File: src/rtl/ctrl_seq.sv
// Multi-cycle control sequencer for the 26-bit core: walks each instruction through
// FETCH/DECODE/EXEC/MEM/WB, handshakes with both memories and traps on faults.
module ctrl_seq #(
  parameter int TMO_W   = 8,
  parameter int TMO_MAX = 200,
  parameter int CNT_W   = 16
) (
  input  logic             clk,
  input  logic             rst,
  input  logic [5:0]       opcode,
  input  logic             flag_z,
  input  logic             imem_ack,
  input  logic             dmem_ack,
  output logic             imem_req,
  output logic             ir_load,
  output logic             dmem_req,
  output logic             dmem_we,
  output logic             alu_src_imm,
  output logic             reg_we,
  output logic             wb_sel,
  output logic             pc_inc,
  output logic             pc_load_rel,
  output logic             pc_load_abs,
  output logic             busy,
  output logic             trap,
  output logic [1:0]       err_code,
  output logic [CNT_W-1:0] retired
);

  typedef enum logic [2:0] {
    S_FETCH  = 3'd0,
    S_DECODE = 3'd1,
    S_EXEC   = 3'd2,
    S_MEM    = 3'd3,
    S_WB     = 3'd4,
    S_TRAP   = 3'd5
  } state_t;

  // The wait that ends on this counter value is the TMO_MAX-th cycle without ack.
  localparam logic [TMO_W-1:0] TMO_LAST = TMO_W'(TMO_MAX - 1);

  state_t           state_r, next_state_s;
  logic [TMO_W-1:0] tmo_cnt_r;
  logic [1:0]       err_code_r, next_err_s;
  logic [CNT_W-1:0] retired_r;
  logic             tmo_limit_s, pc_upd_s, unused_s;
  logic             imem_req_s, ir_load_s, dmem_req_s, dmem_we_s, alu_src_imm_s;
  logic             reg_we_s, wb_sel_s, pc_inc_s, pc_load_rel_s, pc_load_abs_s;

  assign tmo_limit_s = (tmo_cnt_r == TMO_LAST);
  assign unused_s    = ^opcode[1:0];

  // Next-state and strobe decode from the registered state
  always_comb begin
    next_state_s  = state_r;
    next_err_s    = err_code_r;
    imem_req_s    = 1'b0;
    ir_load_s     = 1'b0;
    dmem_req_s    = 1'b0;
    dmem_we_s     = 1'b0;
    alu_src_imm_s = 1'b0;
    reg_we_s      = 1'b0;
    wb_sel_s      = 1'b0;
    pc_inc_s      = 1'b0;
    pc_load_rel_s = 1'b0;
    pc_load_abs_s = 1'b0;
    case (state_r)
      S_FETCH: begin
        imem_req_s = 1'b1;
        if (imem_ack) begin
          ir_load_s    = 1'b1;
          next_state_s = S_DECODE;
        end else if (tmo_limit_s) begin
          next_state_s = S_TRAP;
          next_err_s   = 2'b10;
        end else begin
          next_state_s = S_FETCH;
        end
      end
      S_DECODE: begin
        if (opcode[5:3] == 3'b101) begin
          next_state_s = S_TRAP;
          next_err_s   = 2'b01;
        end else begin
          next_state_s = S_EXEC;
        end
      end
      S_EXEC: begin
        case (opcode[5:4])
          2'b00, 2'b01: begin
            alu_src_imm_s = opcode[3];
            if (opcode == 6'b000000) begin
              pc_inc_s     = 1'b1;
              next_state_s = S_FETCH;
            end else begin
              next_state_s = S_WB;
            end
          end
          2'b10: next_state_s = S_MEM;
          2'b11: begin
            if (opcode[3]) begin
              pc_load_abs_s = 1'b1;
            end else if (flag_z) begin
              pc_load_rel_s = 1'b1;
            end else begin
              pc_inc_s = 1'b1;
            end
            next_state_s = S_FETCH;
          end
          default: begin
            next_state_s = S_TRAP;
            next_err_s   = 2'b01;
          end
        endcase
      end
      S_MEM: begin
        dmem_req_s = 1'b1;
        dmem_we_s  = opcode[2];
        if (dmem_ack) begin
          if (opcode[2]) begin
            pc_inc_s     = 1'b1;
            next_state_s = S_FETCH;
          end else begin
            next_state_s = S_WB;
          end
        end else if (tmo_limit_s) begin
          next_state_s = S_TRAP;
          next_err_s   = 2'b10;
        end else begin
          next_state_s = S_MEM;
        end
      end
      S_WB: begin
        reg_we_s     = 1'b1;
        wb_sel_s     = (opcode[5:4] == 2'b10);
        pc_inc_s     = 1'b1;
        next_state_s = S_FETCH;
      end
      S_TRAP:  next_state_s = S_TRAP;
      default: next_state_s = S_TRAP;
    endcase
  end

  // A reset cycle must not let a half-finished instruction write back or move the PC.
  assign imem_req    = imem_req_s & ~rst;
  assign ir_load     = ir_load_s & ~rst;
  assign dmem_req    = dmem_req_s & ~rst;
  assign dmem_we     = dmem_we_s & ~rst;
  assign alu_src_imm = alu_src_imm_s & ~rst;
  assign reg_we      = reg_we_s & ~rst;
  assign wb_sel      = wb_sel_s & ~rst;
  assign pc_inc      = pc_inc_s & ~rst;
  assign pc_load_rel = pc_load_rel_s & ~rst;
  assign pc_load_abs = pc_load_abs_s & ~rst;
  assign pc_upd_s    = pc_inc | pc_load_rel | pc_load_abs;

  assign busy     = (state_r != S_TRAP);
  assign trap     = (state_r == S_TRAP);
  assign err_code = err_code_r;
  assign retired  = retired_r;

  // State and sticky error register
  always_ff @(posedge clk) begin
    if (rst) begin
      state_r    <= S_FETCH;
      err_code_r <= 2'b00;
    end else begin
      state_r    <= next_state_s;
      err_code_r <= next_err_s;
    end
  end

  // Memory-wait counter: restarts on every state change, counts unacknowledged waits
  always_ff @(posedge clk) begin
    if (rst) begin
      tmo_cnt_r <= '0;
    end else if (next_state_s != state_r) begin
      tmo_cnt_r <= '0;
    end else if ((state_r == S_FETCH && !imem_ack) || (state_r == S_MEM && !dmem_ack)) begin
      tmo_cnt_r <= tmo_cnt_r + TMO_W'(1);
    end else begin
      tmo_cnt_r <= tmo_cnt_r;
    end
  end

  // Retired-instruction counter, one per PC update pulse, free-running wrap
  always_ff @(posedge clk) begin
    if (rst) begin
      retired_r <= '0;
    end else if (pc_upd_s) begin
      retired_r <= retired_r + CNT_W'(1);
    end else begin
      retired_r <= retired_r;
    end
  end

endmodule
File: config.mk
export PLATFORM = sky130hd
export DESIGN_NAME = ctrl_seq
export DESIGN_NICKNAME = d
export VERILOG_FILES = /design/src/rtl/ctrl_seq.sv
export SDC_FILE = /design/constraint.sdc
export NUM_CORES = 1
export LEC_CHECK = 0
export BUFFER_PORTS_ARGS = -buffer_cell sky130_fd_sc_hd__buf_2
export CAP_MARGIN = 20
export CORE_ASPECT_RATIO = 1.75
export CORE_MARGIN = 4
export CORE_UTILIZATION = 25
export DETAILED_ROUTE_END_ITERATION = 8
export PLACE_DENSITY = 0.5
export SETUP_SLACK_MARGIN = 0.1
export SLEW_MARGIN = 20
export SYNTH_ARGS = -nofsm -noshare
export SYNTH_HDL_FRONTEND = slang
export SYNTH_SLANG_ARGS = --single-unit
File: constraint.sdc
create_clock -name clk -period 2.11 [get_ports clk]
set_input_delay 0.422 -clock clk [delete_from_list [all_inputs] [get_ports clk]]
set_output_delay 0.422 -clock clk [all_outputs]
set_load 0.02 [all_outputs]
==> results.py, run 1 <==
metrics = {
    "setup_path": {
        "critPathMaxFanout": 13,
        "rr_startpoint": "state_r[0]",
        "worst_ep_arrival_time_ns": 2.07,
        "r2r_cells": 7,
        "crit_type": "flop to flop",
        "critPathLaunchType": "flop",
        "end_kind": "flop",
        "worstPathRequired_ns": 2.27,
        "r2r_end": "tmo_cnt_r[0]",
        "rrSetupSlack_ns": 0.20,
    },
    "sta": {
        "fin_crit_sh_pct": 90.31,
        "clock.fmax_mhz": 524.8,
        "hold_ws_ns": 0.4542,
        "hold_viol": 0,
        "fin_setup_tns_ns": 0,
        "rsz0062_at_grt": "no",
        "tightestPinTransition_ns": 0.4138,
        "finalClockSkew_ns": 0.005645,
        "setup_viol": 0,
        "min_period_ns": 1.906,
        "maxSlewViolCount": 0,
        "slew_headroom_pct": 72.04,
    },
    "yosys": {
        "async_flop_share_pct": 0,
        "synth_area_sq_um": 1728,
        "synth_top_cell_by_area": "dfxtp_1",
        "ys_warn_count": 0,
        "synth_top_area_share_pct": 33.60,
        "synth_cells": 217,
        "synth_cell_types": 49,
        "syn-num-nets": 230,
        "synth_edf_count": 0,
        "ys_ff_latch": 29,
        "synth_flop_cell": "dfxtp_1",
        "synth_top_cells_by_area": "dfxtp_1, a21oi_1, nor2_1",
        "syn_avg_cell_area_sq_um": 7.963,
        "ys_seq_area_share_pct": 33.60,
    },
    "min_path": {
        "hp-start": "err_code[0]",
        "holdPathEnd": "err_code[0]",
        "hold_depth": 2,
        "hold_class": "flop to flop",
    },
    "placed_design": {
        "dp_hpwl_mm": 3.601,
        "place_congestion": 0.7765,
        "port_buffers": 40,
        "dp.cells": 343,
        "dpl_cell_area_sq_um": 2100,
    },
    "routing": {
        "ant_nets": 0,
        "dr.pass1.iters": 5,
        "drc": 0,
        "vias": 1770,
        "drtIter0Drc": 58,
        "drt_wl_total_mm": 4.756,
        "vias_per_cell": 5.043,
        "wl_per_cell_um": 13.55,
    },
    "global_route": {
        "grt_pass1_vias": 1755,
        "antenna_found_initial": 0,
        "grt_max_degree": 31,
        "grt-ovfl-total": 0,
        "grt.total_usage_pct": 11.78,
        "grt_pass1_wl_mm": 8.031,
    },
    "cts": {
        "post_cts_resized": 0,
        "cts_tree": "built",
        "cts_setup_buffers": 0,
        "cts_buffers": 5,
        "cts_root_buf": "clkbuf_16",
        "hold_buffers": 0,
        "h-tree-depth": 2,
        "clk_path_buf_depth": 2,
        "cts.sinks": 29,
        "cts.clk_slew.worst_paths_ns": 0.05,
        "clk_latency_ns": 0.27,
    },
    "floorplan": {
        "fp.dieArea_sq_um": 8358,
        "core_sq_um": 6636,
        "num_rows": 39,
        "ios": 41,
        "die_h_um": 118.0,
        "start_util_pct": 26.04,
        "die_x_um": 70.85,
    },
    "final_layout": {
        "final_cell_mix": "buf_2, dfxtp_1, a21oi_1",
        "fin_area_sq_um": 2277,
        "regArea_sq_um": 581.8,
        "diodes": 0,
        "final_common_cell": "buf_2",
        "layoutNonFillerInstCount": 351,
        "fillerInstances": 751,
        "finish.utilization_pct": 34.31,
        "multi_input_area_sq_um": 1084,
        "fin_nets": 281,
        "syn_to_final_growth_pct": 31.79,
        "layout-drive-gt1-share_pct": 26.77,
    },
    "outcome": {
        "outcome": "finished clean",
    },
    "power": {
        "p_leak_uw": 0.0009199,
        "ir_worst_vdd_mv": 0.4062,
        "power_density_nw_per_um2": 791.8,
    },
    "run": {
        "cap_violations": 0,
    },
}
synth_stat cells, types with 5 or more instances:
master    n
dfxtp_1  29
a21oi_1  23
nor2_1   22
nand2_1  17
o21ai_0  15
nand3_1  11
or3_1    10
inv_1     7
xor2_1    7
and3_1    6
nand4_1   6
and2_1    5
buf_2     5
how the worst max path moves through the flow:
stage	from	depth (start not counted)	end
floorplan	rst	7	retired[3]
global route	state_r[0]	7	tmo_cnt_r[0]
finish	state_r[0]	7	tmo_cnt_r[0]
detailed placement	opcode[2]	7	retired[7]
CTS	state_r[1]	4	ir_load
global placement	opcode[2]	7	retired[7]
area by class of cell:
class / count / area share (%)
clock inverters: 1 / 0.2198
well taps: 82 / 4.505
inverters: 7 / 1.154
flip-flops and latches: 29 / 25.55
multi-input cells: 170 / 47.58
clock buffers: 7 / 6.703
repair buffers: 55 / 14.29
logic make-up (layout without fill, tap and decap cells):
| family | Yosys count | count (layout) | synth area share, % |
|---|---|---|---|
| mux | 1 | 1 | 0.5793 |
| compound gates | 55 | 55 | 19.77 |
| simple gates | 104 | 104 | 35.41 |
| fa+ha+maj | 2 | 2 | 1.448 |
| flops | 29 | 29 | 33.60 |
| buf+inv | 18 | 70 | 5.141 |
| xor+xnor | 8 | 8 | 4.055 |
power by group:
group / switching [uW] / internal [uW] / leakage, uW / total [uW]
registers: 33.3 / 576 / 0.000235 / 610
logic: 254 / 192 / 0.000605 / 446
clock network: 249 / 499 / 0.0000799 / 747
total: 536 / 1270 / 0.000920 / 1800
worst max-delay path, stage by stage, from the launching register on:
cell       delay, ns
dfxtp_1         0.33
buf_4           0.18
or4b_1          0.52
a21oi_1         0.26
a2111oi_2       0.09
o2111ai_2       0.17
buf_4           0.19
nor2_1          0.06
routing by layer:
layer	vias to the layer above	track usage, %	part of all wire, %
met4	0	6.000	3.2
met3	13	3.077	4.2
met5	-	0	0
li1	898	-	-
met2	38	20.81	54
met1	821	12.49	39
registers in the layout (all words and copies together) (netlist names):
signal,count
state_r,3
retired,16
err_code,2
tmo_cnt_r,8
metrics by stage:
step | total power (uW) | worst slack (ns)
5_1_grt | 1898 | 0.1041
6_report | 1803 | 0.2045
3_3_place_gp | 1057 | 0.07008
2_1_floorplan | 920.4 | 0.1148
4_1_cts | 1813 | 0.1239
3_5_place_dp | 1056 | 0.05758
Power figures use the tool's default switching activity.
==> run 2: changes to the inputs <==
--- a/config.mk
+++ b/config.mk
@@ -8,7 +8,6 @@
 export BUFFER_PORTS_ARGS = -buffer_cell sky130_fd_sc_hd__buf_2
 export CAP_MARGIN = 20
 export CORE_ASPECT_RATIO = 1.75
-export CORE_MARGIN = 4
 export CORE_UTILIZATION = 25
 export DETAILED_ROUTE_END_ITERATION = 8
 export PLACE_DENSITY = 0.5
==> run 2 against run 1 <==
  * Flip-flop and latch count unchanged
  * Non-clock buffer count grew 4
  * Worst hold slack got worse by 0.033 ns
  * Via count up 0.34%
  * Register-to-register slack better by 0.02 ns
  * Utilization up 0.33 points
  * Setup slack improved by 0.024 ns
  * Critical path depth decreased by 3
  * Clock power decreased by 8.2%
  * Critical endpoint is now ir_load
  * Highest routed layer unchanged
==> results.py, run 2 (synthesis results as in run 1) <==
metrics = {
    "cts": {
        "cts.clk_slew.worst_paths_ns": 0.05,
        "clk_path_buf_depth": 2,
        "cts.sinks": 29,
        "h-tree-depth": 2,
        "clk_latency_ns": 0.27,
        "hold_buffers": 0,
        "cts_buffers": 5,
        "cts_tree": "built",
        "cts_root_buf": "clkbuf_16",
    },
    "global_route": {
        "grt.total_usage_pct": 14.08,
        "grt_pass1_vias": 1770,
        "grt-ovfl-total": 0,
        "grt_pass1_wl_mm": 8.176,
        "antenna_found_initial": 0,
        "grt_max_degree": 31,
    },
    "sta": {
        "clock.fmax_mhz": 531.4,
        "min_period_ns": 1.882,
        "fin_crit_sh_pct": 89.19,
        "fin_setup_tns_ns": 0,
        "rsz0062_at_grt": "yes",
        "setup_viol": 0,
        "maxSlewViolCount": 0,
        "tightestPinTransition_ns": 0.4433,
        "hold_viol": 0,
        "finalClockSkew_ns": 0.003497,
        "hold_ws_ns": 0.4209,
        "slew_headroom_pct": 70.07,
    },
    "final_layout": {
        "layout-drive-gt1-share_pct": 28.21,
        "fillerInstances": 706,
        "final_cell_mix": "buf_2, dfxtp_1, a21oi_1",
        "fin_nets": 285,
        "diodes": 0,
        "finish.utilization_pct": 34.64,
        "syn_to_final_growth_pct": 32.08,
        "layoutNonFillerInstCount": 355,
        "regArea_sq_um": 584.3,
        "multi_input_area_sq_um": 1071,
        "final_common_cell": "buf_2",
        "largest_register_ffs": 16,
    },
    "placed_design": {
        "port_buffers": 40,
        "place_congestion": 0.8337,
        "dp_hpwl_mm": 3.573,
        "dp.cells": 347,
    },
    "routing": {
        "ant_nets": 0,
        "wl_per_cell_um": 13.42,
        "drtIter0Drc": 41,
        "vias_per_cell": 5.003,
        "drt_wl_total_mm": 4.763,
        "drc": 0,
        "vias": 1776,
        "dr.pass1.iters": 4,
    },
    "run": {
        "cap_violations": 0,
    },
    "setup_path": {
        "end_kind": "output port",
        "worst_ep_arrival_time_ns": 1.46,
        "rr_startpoint": "state_r[0]",
        "worstPathRequired_ns": 1.69,
        "critPathLaunchType": "flop",
        "crit_type": "flop to output port",
        "cp-startpoint": "state_r[0]",
        "critPathMaxFanout": 11,
    },
    "floorplan": {
        "die_x_um": 64.85,
        "fp.dieArea_sq_um": 7261,
        "ios": 41,
        "core_sq_um": 6588,
        "die_h_um": 112.0,
        "start_util_pct": 26.23,
        "num_rows": 39,
    },
    "power": {
        "p_leak_uw": 0.0009282,
        "power_density_nw_per_um2": 771.1,
        "ir_worst_vdd_mv": 0.3680,
    },
    "min_path": {
        "hp-start": "rst",
        "hold_class": "input pin to flop",
    },
    "outcome": {
        "outcome": "finished clean",
    },
}
run 2: cell types whose count changed in the layout (fill, tap and decap cells not counted), sizes merged:
cell and delta:
clkinv +1, clkbuf -2, buf +4, clkinvlp +1
run 2: where the power goes:
| part | internal (uW) | switching [uW] | total (uW) |
|---|---|---|---|
| Sequential | 578 | 51.6 | 630 |
| Clock | 431 | 255 | 686 |
| Combinational | 205 | 239 | 444 |
| Total | 1210 | 545 | 1760 |
run 2: path summary, 6_finish.rpt:
check                      end  slack (ns)  depth (start not counted)
hold / removal      state_r[0]        0.42                          2
hold reg to reg    err_code[0]        0.47                          2
setup reg to reg  tmo_cnt_r[7]        0.23                          7
setup / recovery       ir_load        0.23                          4
run 2: layout make-up:
class,instances,area share (%)
Multi-Input combinational cell,170,46.93
Inverter,7,1.151
Sequential cell,29,25.60
Clock buffer,5,5.482
Tap cell,82,4.496
Clock inverter,3,0.7675
Timing Repair Buffer,59,15.57
run 2: through the flow:
step                      setup WS [ns]  power [uW]  cell area (sq um)
final                            0.2282        1760               2282
after global routing            0.09009        1851               2282
after CTS                        0.1258        1775               2272
after detailed placement        0.05883        1084               2130
after global placement          0.07833        1085               2130
after floorplan                  0.1148       920.4               1734
run 2: worst max-delay path, stage by stage (launching register included):
cell,delay (ns)
dfxtp_2,0.38
buf_4,0.18
nor4_2,0.32
and2_1,0.16
buf_2,0.15
run 2: per-layer routing:
| layer | up-vias | GRT usage [%] | part of all wire, % |
|---|---|---|---|
| met5 | - | 0 | 0 |
| met4 | 0 | 5.481 | 2.5 |
| met2 | 28 | 25.97 | 54 |
| li1 | 907 | - | - |
| met3 | 10 | 2.664 | 3.3 |
| met1 | 831 | 15.15 | 40 |
run 2: repair_timing:
item,4_1_cts,5_1_grt
endpoints found under the setup margin,0,16
endpoints found under the hold margin,0,0
resized for setup,0,4
setup buffers,0,0
==> run 3: changes to the inputs <==
--- a/config.mk
+++ b/config.mk
@@ -7,10 +7,11 @@
 export LEC_CHECK = 0
 export BUFFER_PORTS_ARGS = -buffer_cell sky130_fd_sc_hd__buf_2
 export CAP_MARGIN = 20
-export CORE_ASPECT_RATIO = 1.75
+export CELL_PAD_IN_SITES_DETAIL_PLACEMENT = 0
+export CELL_PAD_IN_SITES_GLOBAL_PLACEMENT = 1
 export CORE_UTILIZATION = 25
 export DETAILED_ROUTE_END_ITERATION = 8
-export PLACE_DENSITY = 0.5
+export PLACE_DENSITY = 0.62
 export SETUP_SLACK_MARGIN = 0.1
 export SLEW_MARGIN = 20
 export SYNTH_ARGS = -nofsm -noshare
==> run 3 against run 2 <==
  * Die area decreased by 0.18%
  * Largest cell class unchanged
  * Critical path depth unchanged
  * Cell area decreased by 3.0%
  * Combinational power decreased by 3%
  * Via count decreased by 0.84%
  * Worst hold slack improved by 0.041 ns
  * Clock skew increased by 0.0080 ns
  * Clock power decreased by 25%
  * Flip-flop and latch count unchanged
  * Largest power group is now registers
  * Sequential power decreased by 3%
  * Critical path type unchanged
==> results.py, run 3 (synthesis results as in run 1) <==
metrics = {
    "outcome": {
        "outcome": "finished clean",
    },
    "final_layout": {
        "multi_input_area_sq_um": 1069,
        "fin_nets": 283,
        "final_cell_mix": "buf_2, dfxtp_1, a21oi_1",
        "layout-drive-gt1-share_pct": 26.57,
        "fillerInstances": 723,
        "fin_area_sq_um": 2213,
        "layoutNonFillerInstCount": 348,
        "diodes": 0,
        "syn_to_final_growth_pct": 28.10,
        "final_common_cell": "buf_2",
        "regArea_sq_um": 580.6,
        "largest_register_ffs": 16,
    },
    "sta": {
        "setup_viol": 0,
        "maxSlewViolCount": 0,
        "fin_setup_tns_ns": 0,
        "fin_crit_sh_pct": 91.59,
        "clock.fmax_mhz": 517.4,
        "slew_headroom_pct": 69.13,
        "finalClockSkew_ns": 0.01146,
        "tightestPinTransition_ns": 0.4573,
        "rsz0062_at_grt": "yes",
        "min_period_ns": 1.933,
        "hold_viol": 0,
    },
    "cts": {
        "clk_path_buf_depth": 2,
        "h-tree-depth": 2,
        "cts.clk_slew.worst_paths_ns": 0.07,
        "clk_latency_ns": 0.28,
        "cts_buffers": 5,
        "cts_tree": "built",
        "cts_root_buf": "clkbuf_8",
        "hold_buffers": 0,
        "cts.sinks": 29,
    },
    "global_route": {
        "grt_max_degree": 31,
        "grt-ovfl-total": 0,
        "grt_pass1_wl_mm": 7.465,
        "grt.total_usage_pct": 13.03,
        "grt_pass1_vias": 1595,
        "antenna_found_initial": 0,
    },
    "min_path": {
        "hold_class": "input pin to flop",
        "hp-start": "rst",
        "holdPathEnd": "err_code[0]",
        "hold_depth": 2,
    },
    "floorplan": {
        "ios": 41,
        "die_x_um": 85.14,
        "die_h_um": 85.14,
        "num_rows": 29,
        "core_sq_um": 6495,
        "start_util_pct": 26.60,
        "fp.dieArea_sq_um": 7248,
    },
    "routing": {
        "drc": 0,
        "drtIter0Drc": 56,
        "wl_per_cell_um": 12.91,
        "ant_nets": 0,
        "dr.pass1.iters": 5,
        "vias": 1761,
        "drt_wl_total_mm": 4.491,
        "vias_per_cell": 5.060,
    },
    "setup_path": {
        "worst_ep_arrival_time_ns": 1.51,
        "r2r_cells": 6,
        "crit_type": "flop to output port",
        "r2r_end": "retired[7]",
        "slowest_delay_ns": 0.40,
        "end_kind": "output port",
        "cpMaxStageDelayCell": "dfxtp_1",
        "cp_cell_sequence": "buf_4 -> nor4_2 -> and2_1 -> buf_2",
        "crit_buf_inv": 2,
        "rrSetupSlack_ns": 0.22,
        "critPathLaunchType": "flop",
        "crit_family": "simple AND/OR/NAND/NOR gates",
        "critPathMaxFanout": 11,
        "worstPathRequired_ns": 1.69,
        "rr_startpoint": "state_r[0]",
    },
    "run": {
        "cap_violations": 0,
    },
    "power": {
        "power_density_nw_per_um2": 703.9,
        "p_leak_uw": 0.0009013,
        "ir_worst_vdd_mv": 0.2491,
    },
    "placed_design": {
        "dpl_cell_area_sq_um": 2093,
        "dp.cells": 338,
        "dp_hpwl_mm": 3.345,
        "place_congestion": 0.8532,
        "port_buffers": 40,
    },
}
## run 3: worst register-to-register path, stage by stage (launching register included)
cell,delay [ns]
dfxtp_1,0.38
buf_4,0.20
nand3b_1,0.19
o21a_1,0.25
buf_12,0.16
or4_1,0.50
a21oi_1,0.14
## run 3: power breakdown
| group | leakage (uW) | total (uW) | internal, uW | switching (uW) |
|---|---|---|---|---|
| Clock | 0.0000542 | 512 | 295 | 217 |
| Combinational | 0.000613 | 432 | 191 | 241 |
| Sequential | 0.000234 | 614 | 574 | 39.6 |
| Total | 0.000901 | 1560 | 1060 | 498 |
## run 3: what timing repair did
item	4_1_cts	5_1_grt
setup endpoints to repair	0	10
setup buffers	0	2
resized for setup	0	1
endpoints found under the hold margin	0	0
## run 3: cell type report
cell class / instances / share of cell area, %
multi-input cells: 170 / 48.28
well taps: 77 / 4.353
clock buffers: 7 / 4.353
repair buffers: 57 / 15.38
inverters: 7 / 1.187
clock inverters: 1 / 0.2261
flip-flops and latches: 29 / 26.23
## run 3: worst max-delay path by stage
stage | end | from | cells past startpoint
2_1_floorplan | retired[3] | rst | 7
3_5_place_dp | retired[7] | opcode[2] | 7
3_3_place_gp | retired[7] | opcode[2] | 7
5_1_grt | ir_load | state_r[1] | 4
4_1_cts | ir_load | state_r[1] | 4
6_report | ir_load | state_r[1] | 4
## run 3: per-stage QoR
| stage | util (%) | power [uW] | hold WS (ns) | worst slack, ns |
|---|---|---|---|---|
| floorplan | - | 920.4 | 0.4599 | 0.1148 |
| global placement | 32.23 | 1056 | 0.4779 | 0.04606 |
| detailed placement | 32.23 | 1048 | 0.4894 | 0.05755 |
| CTS | 33.79 | 1567 | 0.4604 | 0.1696 |
| global route | 34.08 | 1654 | 0.4668 | 0.09757 |
| finish | 34.08 | 1558 | 0.4623 | 0.1773 |
## run 3: per-layer routing
| layer | wire length [um] | global-route usage, % |
|---|---|---|
| met1 | 2110 | 16.18 |
| met2 | 2031 | 21.19 |
| met3 | 255 | 3.502 |
| met4 | 94 | 5.701 |
| met5 | 0 | 0 |
